File: src/rtl/mdu_iter.sv
// mdu_iter: iterative multiply/divide unit that owns the HI/LO registers.
//   A MULT/MULTU op runs a shift-add multiply, one bit per cycle.
//   A DIV/DIVU op runs a restoring divide, one bit per cycle.
//   MTHI/MTLO write Hi/Lo directly in IDLE and complete in that cycle.
//
// Handshake: an op is accepted when Start=1 and Flush=0 at a clk edge while
// the FSM is IDLE (Busy=0). Start is ignored while Busy=1; it is not queued.
// Done pulses for one cycle when a MULT/DIV result lands in Hi/Lo.
//
// Ports:
//   clk       - rising-edge clock
//   rst_n     - synchronous active-low reset
//   Start     - request, qualified by Funct/SrcA/SrcB
//   Funct     - R-type funct code (MULT/MULTU/DIV/DIVU/MTHI/MTLO)
//   SrcA      - rs operand (multiplicand / dividend / MTxx data)
//   SrcB      - rt operand (multiplier / divisor)
//   Flush     - abort an in-flight op
//   Busy      - op in progress
//   Done      - one-cycle completion pulse for MULT/DIV
//   DivByZero - sticky divide-by-zero flag, cleared by the next accepted op
//   Hi, Lo    - HI/LO registers
//
// Configuration macro: MDU_EARLY_TERM_EN enables early termination of
// multiplies once the remaining multiplier bits are all zero.
// The FSM state is visible as the internal signal 'state'.
module mdu_iter #(
  parameter int WIDTH = 32
) (
  input  logic             clk,
  input  logic             rst_n,
  input  logic             Start,
  input  logic [5:0]       Funct,
  input  logic [WIDTH-1:0] SrcA,
  input  logic [WIDTH-1:0] SrcB,
  input  logic             Flush,
  output logic             Busy,
  output logic             Done,
  output logic             DivByZero,
  output logic [WIDTH-1:0] Hi,
  output logic [WIDTH-1:0] Lo
);

  localparam int CNT_W = $clog2(WIDTH) + 1;

  localparam logic [5:0] F_MULT  = 6'b011000;
  localparam logic [5:0] F_MULTU = 6'b011001;
  localparam logic [5:0] F_DIV   = 6'b011010;
  localparam logic [5:0] F_DIVU  = 6'b011011;
  localparam logic [5:0] F_MTHI  = 6'b010001;
  localparam logic [5:0] F_MTLO  = 6'b010011;

  typedef enum logic [1:0] {IDLE, RUN, FIX} state_t;

  state_t             state;
  logic [CNT_W-1:0]   count;
  // Multiply: acc is the running product, mcand the pre-shifted multiplicand.
  // Divide:   acc = {remainder, quotient/dividend}, mcand[WIDTH-1:0] = divisor.
  logic [2*WIDTH-1:0] acc;
  logic [2*WIDTH-1:0] mcand;
  logic [WIDTH-1:0]   mplier;
  logic               is_div;
  logic               neg_res;
  logic               neg_rem;
  logic               dbz_op;

  // Decode of the incoming request.
  logic             op_mdu, op_div, op_signed;
  logic [WIDTH-1:0] abs_a, abs_b;

  always_comb begin
    op_mdu    = (Funct == F_MULT) || (Funct == F_MULTU) ||
                (Funct == F_DIV)  || (Funct == F_DIVU);
    op_div    = (Funct == F_DIV)  || (Funct == F_DIVU);
    op_signed = (Funct == F_MULT) || (Funct == F_DIV);
    // Magnitude of the most-negative value fits as an unsigned WIDTH-bit number.
    abs_a     = (op_signed && SrcA[WIDTH-1]) ? -SrcA : SrcA;
    abs_b     = (op_signed && SrcB[WIDTH-1]) ? -SrcB : SrcB;
  end

  // One restoring-divide step: shift in the next dividend bit, trial subtract.
  logic [WIDTH:0]   div_shift;
  logic [WIDTH:0]   div_diff;
  logic             div_ge;
  logic [WIDTH-1:0] div_rem_next;

  always_comb begin
    div_shift    = {acc[2*WIDTH-1:WIDTH], acc[WIDTH-1]};
    div_diff     = div_shift - {1'b0, mcand[WIDTH-1:0]};
    div_ge       = (div_shift >= {1'b0, mcand[WIDTH-1:0]});
    div_rem_next = div_ge ? div_diff[WIDTH-1:0] : div_shift[WIDTH-1:0];
  end

  // Sign correction applied in FIX.
  logic [2*WIDTH-1:0] prod_fix;
  logic [WIDTH-1:0]   quo_fix, rem_fix;

  always_comb begin
    prod_fix = neg_res ? -acc : acc;
    quo_fix  = neg_res ? -acc[WIDTH-1:0] : acc[WIDTH-1:0];
    rem_fix  = neg_rem ? -acc[2*WIDTH-1:WIDTH] : acc[2*WIDTH-1:WIDTH];
  end

  // Because the multiplicand is shifted into place every step, the product
  // is already final once no set multiplier bits remain after this step.
  logic early_done;
`ifdef MDU_EARLY_TERM_EN
  assign early_done = !is_div && (mplier[WIDTH-1:1] == '0);
`else
  assign early_done = 1'b0;
`endif

  always_ff @(posedge clk) begin
    if (!rst_n) begin
      state     <= IDLE;
      count     <= '0;
      acc       <= '0;
      mcand     <= '0;
      mplier    <= '0;
      is_div    <= 1'b0;
      neg_res   <= 1'b0;
      neg_rem   <= 1'b0;
      dbz_op    <= 1'b0;
      Busy      <= 1'b0;
      Done      <= 1'b0;
      DivByZero <= 1'b0;
      Hi        <= '0;
      Lo        <= '0;
    end else begin
      Done <= 1'b0;
      case (state)
        IDLE: begin
          if (Start && !Flush) begin
            if (op_mdu) begin
              DivByZero <= 1'b0;
              Busy      <= 1'b1;
              count     <= CNT_W'(WIDTH - 1);
              is_div    <= op_div;
              neg_res   <= op_signed && (SrcA[WIDTH-1] ^ SrcB[WIDTH-1]);
              neg_rem   <= (Funct == F_DIV) && SrcA[WIDTH-1];
              dbz_op    <= 1'b0;
              mplier    <= abs_b;
              if (op_div) begin
                if (SrcB == '0) begin
                  // Result is fixed: Hi=dividend, Lo=all ones; skip RUN.
                  dbz_op <= 1'b1;
                  acc    <= {SrcA, {WIDTH{1'b1}}};
                  mcand  <= '0;
                  state  <= FIX;
                end else begin
                  acc   <= {{WIDTH{1'b0}}, abs_a};
                  mcand <= {{WIDTH{1'b0}}, abs_b};
                  state <= RUN;
                end
              end else begin
                acc   <= '0;
                mcand <= {{WIDTH{1'b0}}, abs_a};
                state <= RUN;
              end
            end else if (Funct == F_MTHI) begin
              Hi <= SrcA;
            end else if (Funct == F_MTLO) begin
              Lo <= SrcA;
            end
          end
        end

        RUN: begin
          if (Flush) begin
            state <= IDLE;
            Busy  <= 1'b0;
          end else begin
            if (is_div) begin
              acc <= {div_rem_next, acc[WIDTH-2:0], div_ge};
            end else begin
              acc    <= acc + (mplier[0] ? mcand : '0);
              mcand  <= mcand << 1;
              mplier <= mplier >> 1;
            end
            if (count == '0 || early_done) begin
              count <= '0;
              state <= FIX;
            end else begin
              count <= count - 1'b1;
            end
          end
        end

        FIX: begin
          state <= IDLE;
          Busy  <= 1'b0;
          if (!Flush) begin
            Done <= 1'b1;
            if (dbz_op) begin
              Hi        <= acc[2*WIDTH-1:WIDTH];
              Lo        <= acc[WIDTH-1:0];
              DivByZero <= 1'b1;
            end else if (is_div) begin
              Hi <= rem_fix;
              Lo <= quo_fix;
            end else begin
              Hi <= prod_fix[2*WIDTH-1:WIDTH];
              Lo <= prod_fix[WIDTH-1:0];
            end
          end
        end

        default: begin
          state <= IDLE;
          Busy  <= 1'b0;
        end
      endcase
    end
  end

endmodule

File: config.mk
export PLATFORM = sky130hd
export DESIGN_NAME = mdu_iter
export DESIGN_NICKNAME = d
export VERILOG_FILES = /design/src/rtl/mdu_iter.sv
export SDC_FILE = /design/constraint.sdc
export NUM_CORES = 1
export LEC_CHECK = 0
export BUFFER_PORTS_ARGS = -buffer_cell sky130_fd_sc_hd__buf_4
export CAP_MARGIN = 20
export CELL_PAD_IN_SITES_DETAIL_PLACEMENT = 1
export CELL_PAD_IN_SITES_GLOBAL_PLACEMENT = 1
export CORE_MARGIN = 2
export CORE_UTILIZATION = 49
export DETAILED_ROUTE_END_ITERATION = 8
export PLACE_DENSITY_LB_ADDON = 0.2
export SLEW_MARGIN = 20
export SYNTH_ARGS = -nofsm -noshare
export SYNTH_HDL_FRONTEND = slang
export SYNTH_SLANG_ARGS = --single-unit
File: constraint.sdc
create_clock -name clk -period 8.5 [get_ports clk]
set_clock_uncertainty 0.1 [all_clocks]
set_input_delay 1.7 -clock clk [delete_from_list [all_inputs] [get_ports clk]]
set_output_delay 1.7 -clock clk [all_outputs]
set_load 0.005 [all_outputs]
* Word-level counts from Yosys, hierarchy flattened *
Index checks and enable logic that the tools add are counted.

operators by class
  equality and inequality tests = 20
  add/subtract/negate cells = 8
  mux-type cells = 65
  order comparisons = 1
  bitwise gates (word level) = 1
  reduce and logical (&&, ||, !) cells = 25

operator list
  cell                                                                    count
  64-bit two-way mux                                                      13
  32-bit two-way mux                                                      23
  64-bit one-hot mux with 2 select lines                                  2
  32-bit one-hot mux with 2 select lines                                  3
  32-bit negator                                                          4
  64-bit adder                                                            1
  64-bit negator                                                          1
  6-bit by 5-bit equality test with 1-bit output (second input constant)  6
  33-bit by 32-bit greater-or-equal comparator with 1-bit output          1
  32-bit zero test                                                        1
  32-bit subtractor                                                       1
  6-bit two-way mux                                                       4
  2-bit inequality test (second input constant)                           11
  5-bit AND reduction                                                     3
  2-bit two-way mux                                                       6
  6-bit one-hot mux with 2 select lines                                   1
  1-bit two-way mux                                                       10
  3-bit AND reduction                                                     3
  6-bit zero test                                                         1
  6-bit AND reduction                                                     1
  6-bit by 1-bit subtractor with 6-bit output (second input constant)     1
  1-bit logical AND                                                       5
  1-bit logical OR                                                        5
  1-bit one-hot mux with 2 select lines                                   2
  10 further kinds                                                        11

storage, ports and cells
  bits in registers = 239
  logic and storage cells = 134
  output and inout bits = 67

* Longest topological paths before layout *
  word-level depth = 9
  mapped depth = 16
  mapped depth without buffers = 15

* Worst setup path after synthesis *
Ideal clock, no wire load.

  path kind = input to register
  start point = in SrcA[8]
  end point = reg mcand[26]
  arrival time = 3997 ps
  path buffers = 1
  path slack = 4269 ps
  required time = 8266 ps
  library setup time = 134 ps
  cell stages on the path = 12
  cell sequence = clkbuf_1 > or4_1 > or4_1 > nor2_1 > nand2_1 > nor3_1 > a21oi_1 > xnor2_1 > nand2_1 > and3_1 > a211oi_1 > a211oi_1

on the way
  longest elaborated chain between the ends = 6

RTL lines
  element                                 line  source
  start: declaration                      33    input logic [WIDTH-1:0] SrcA,
  32-bit negator                          76    abs_a = (op_signed && SrcA[WIDTH-1]) ? -SrcA : SrcA;
  32-bit two-way mux                      76
  64-bit two-way mux                      142   if (op_div) begin
  64-bit two-way mux                      133   if (op_mdu) begin
  64-bit two-way mux                      132   if (Start && !Flush) begin
  64-bit one-hot mux with 2 select lines  130   case (state)
  end signal: assignment                  151   mcand <= {{WIDTH{1'b0}}, abs_b};
  end signal: assignment                  156   mcand <= {{WIDTH{1'b0}}, abs_a};
  end signal: assignment                  176   mcand <= mcand << 1;
  end: declaration                        59    logic [2*WIDTH-1:0] mcand;

No other way between the ends. The select of a mux whose other input is x is not followed.
A chain may end at the register's enable or synchronous reset.

* Final worst setup path *
  start point = in Funct[5]
  end point = reg acc[63]

on the way
  longest elaborated chain between the ends = 6

RTL lines
  element                                                                        line        source
  start: declaration                                                             32          input logic [5:0] Funct,
  6-bit by 5-bit equality test with 1-bit output (on tied branches)              72, 73, 71
  1-bit logical OR (on tied branches)                                            73, 71
  64-bit two-way mux or 1-bit logical OR (tied branches)                         142, 71
  64-bit two-way mux or 1-bit logical OR (tied branches)                         133, 72
  64-bit two-way mux or 2-bit inequality test (tied branches)                    n/a
  64-bit one-hot mux with 2 select lines or 4-bit AND reduction (tied branches)  n/a
  end signal: assignment                                                         146         acc <= {SrcA, {WIDTH{1'b1}}};
  end signal: assignment                                                         150         acc <= {{WIDTH{1'b0}}, abs_a};
  end signal: assignment                                                         173         acc <= {div_rem_next, acc[WIDTH-2:0], div_ge};
  end: declaration                                                               58          logic [2*WIDTH-1:0] acc;

Several ways; a longest one is shown, not always the timed one. The select of a mux whose other input is x is not followed.

==> results.sh <==
export IMPL_synthAdderAreaFrac_pct=6.431
export IMPL_path_clk_slew_ns=0.06
export IMPL_cp_num_cells=13
export IMPL_synth_flop_cell="dfxtp_1"
export IMPL_powerDensity_nw_per_um2=134.6
export IMPL_min_path_cells=2
export IMPL_max_stage_delay_ns=1.02
export IMPL_syn_instance_count=2879
export IMPL_clockRootBuffer="clkbuf_16"
export IMPL_ys_top_cells_by_count="344 x a21oi_1, 327 x nand2_1, 301 x nor2_1"
export IMPL_multiInputGateArea_um2=14460
export IMPL_drtIter0Drc=2582
export IMPL_io_pins=141
export IMPL_yosys_area_top_type_share_pct=23.60
export IMPL_synth_top_family_by_area="compound AO/OA/AOI/OAI gates"
export IMPL_synth_xor_area_share_pct=8.251
export IMPL_slowest_stage="nor4_4"
export IMPL_yosys_warnings=0
export IMPL_min_period_ns=5.759
export IMPL_required_ns=8.91
export IMPL_hold_violations=0
export IMPL_synth_most_common_cell="a21oi_1"
export IMPL_avgSynthCellArea_um2=7.042
export IMPL_hold_class="reg -> reg"
export IMPL_cts_resized=0
export IMPL_setup_viol=0
export IMPL_cts_made_buffers=30
export IMPL_grt_met3_usage_pct=11.23
export IMPL_num_rows=74
export IMPL_worst_pin_slew_ns=1.114
export IMPL_routedWlPerCell_um=29.01
export IMPL_routed_wl_mm=99.25
export IMPL_num_vias=23502
export IMPL_leakage_nw=8.758
export IMPL_final_core_util_pct=55.11
export IMPL_critPathBufInv=2
export IMPL_rsz0062_at_grt="false"
export IMPL_seq_area_frac_synth_pct=23.60
export IMPL_route_detailed_drc=0
export IMPL_grt_pass1_vias=23812
export IMPL_finalPower_mw=3.027
export IMPL_cts_tree="done"
export IMPL_synth_seq_cells=239
export IMPL_fin_setup_tns_ns=0
export IMPL_whs_ns=0.3564
export IMPL_hold_buffers=0
export IMPL_ir_worst_vdd_v=0.0001355
export IMPL_clkSinkCount=239
export IMPL_maxCapViolCount=0
export IMPL_critical_path_max_fanout=26
export IMPL_slew_headroom_pct=25.59
export IMPL_gp_congestion=1.030
export IMPL_synth_compound_area_share_pct=31.23
export IMPL_post_route_period_util_pct=67.75
export IMPL_die_area_um2=43020
export IMPL_yosys_top_cells_area="dfxtp_1 24%, a21oi_1 8.5%, ha_1 6.2%"
export IMPL_synth_mux_area_share_pct=0.6480
export IMPL_nets=3039
export IMPL_grt_max_degree=84
export IMPL_grt_use_total_pct=44.26
export IMPL_h_tree_depth=1
export IMPL_regArea_um2=4788
export IMPL_ant_nets=0
export IMPL_dr_pass1_iters=6
export IMPL_yosysUniqueCellTypes=86
export IMPL_dp_hpwl_mm=72.96
export IMPL_status="finished clean"
export IMPL_synth_edff_count=0
export IMPL_path_delay_family="simple AND/OR/NAND/NOR gates"
export IMPL_core_um2=40830
export IMPL_drive_gt1_share_pct=9.875
export IMPL_crit_path_end_kind="flop"
export IMPL_clk_latency_ns=0.60
export IMPL_use_met2_pct=69.67
export IMPL_fmax_mhz=173.6
export IMPL_die_y_um=207.4
export IMPL_crit_path_start_kind="primary input"
export IMPL_drv_slew=0
export IMPL_portBuffers=140
export IMPL_synth_area_um2=20270
export IMPL_use_met1_pct=52.73
export IMPL_cts_setup_buffers=0
export IMPL_syn_nets=3056
export IMPL_arrival_ns=6.16
export IMPL_ff2ff_path_depth=13
export IMPL_busiest_layer="met2"
export IMPL_synth_top_cell_by_area="dfxtp_1"
export IMPL_die_w_um=207.4
export IMPL_initial_core_util_pct=49.65
export IMPL_critPathKind="in -> reg"
export IMPL_grt_pass1_wl_mm=147.3
export IMPL_critical_path_cell_chain="buf_4 > nor2_1 > and3_1 > and2_1 > nand2_1 > nor4_4 > buf_4 > a21oi_1 > nor2_1 > a21oi_1 > a31oi_1 > o2111ai_1 > nor4b_1"
export IMPL_syn_to_final_growth_pct=10.98
export IMPL_nFillCells=5334
export IMPL_clockBufferDepth=3
export IMPL_ys_async_sr_fraction_pct=0
export IMPL_grt_antenna_before_repair=9
export IMPL_synthSimpleGateAreaFrac_pct=24.30
export IMPL_viasPerCell=6.870
export IMPL_grt_ovfl_total=0
-- stage by stage --
step	setup WS, ns	area (um2)	instances
after global placement	2.574	21480	3362
after global routing	2.560	22500	3419
final	2.741	22500	3421
after floorplan	4.269	20270	2879
after CTS	2.957	22490	3418
after detailed placement	2.358	21480	3362
-- power breakdown --
part | internal, mW | switching, mW
sequential | 1.13 | 0.0189
combinational | 0.176 | 0.366
clock | 0.781 | 0.556
total | 2.09 | 0.941
-- tightest hold or removal path, delay by kind of cell, from the launching register on --
family	cells	cell delay, ns
simple gates	1	0.05
compound gates	1	0.05
flops	1	0.31
-- registers in the layout, summed over array words and instances, names as in the netlist, 2 cells and up --
name,flops
acc,64
mcand,64
Hi,32
Lo,32
mplier,32
count,6
state,2
-- per-layer routing --
layer	vias to the layer above	part of all wire, %
li1	10379	-
met2	1302	44
met4	4	8.2
met1	11403	38
met3	414	10
met5	-	0.026
-- cell usage in the layout, fill, tap and decap left out, types with 10 or more instances in the layout --
| cell type | count |
|---|---|
| nand2b_1 | 15 |
| and3_1 | 12 |
| a211oi_1 | 117 |
| nand3_1 | 82 |
| o211ai_1 | 31 |
| xor2_1 | 87 |
| a221oi_1 | 27 |
| inv_1 | 74 |
| nand4_1 | 42 |
| nand2_1 | 326 |
| a22oi_1 | 10 |
| nor4_1 | 15 |
| clkbuf_16 | 30 |
| o21a_1 | 15 |
| nor2b_1 | 19 |
| a21o_1 | 48 |
| a21oi_1 | 343 |
| or3_1 | 36 |
| nor2_1 | 298 |
| o21bai_1 | 19 |
| o21ai_1 | 11 |
| xnor2_1 | 104 |
| buf_4 | 171 |
| mux2i_1 | 12 |
| a31oi_1 | 35 |
| nor3_1 | 50 |
| or4_1 | 13 |
| dfxtp_1 | 238 |
| a311oi_1 | 26 |
| o21ai_0 | 196 |
| and2_1 | 74 |
| o31ai_1 | 35 |
| ha_1 | 101 |
-- layout make-up --
cell class,instances,share of cell area (%)
flip-flops and latches,239,21.28
inverters,76,1.290
diodes,3,0.03336
clock buffers,47,3.976
clock inverters,9,0.5005
repair buffers,171,5.705
well taps,532,2.958
multi-input cells,2344,64.26
-- logic make-up after synthesis --
group,after synthesis
AND/OR/NAND/NOR,1039
AO/OA/AOI/OAI,998
buffers and inverters,296
flip-flops,239
XOR/XNOR,191
adder cells (fa/ha/maj),103
multiplexers,13
-- final timing paths --
kind                            startpoint         to  slack [ns]
worst max-delay path              Funct[5]    acc[63]        2.74
worst min-delay path             mplier[5]  mplier[5]        0.36
worst max register to register   mplier[0]    acc[63]        3.17
worst min register to register   mplier[5]  mplier[5]        0.36
(Power assumes the default switching activity.)
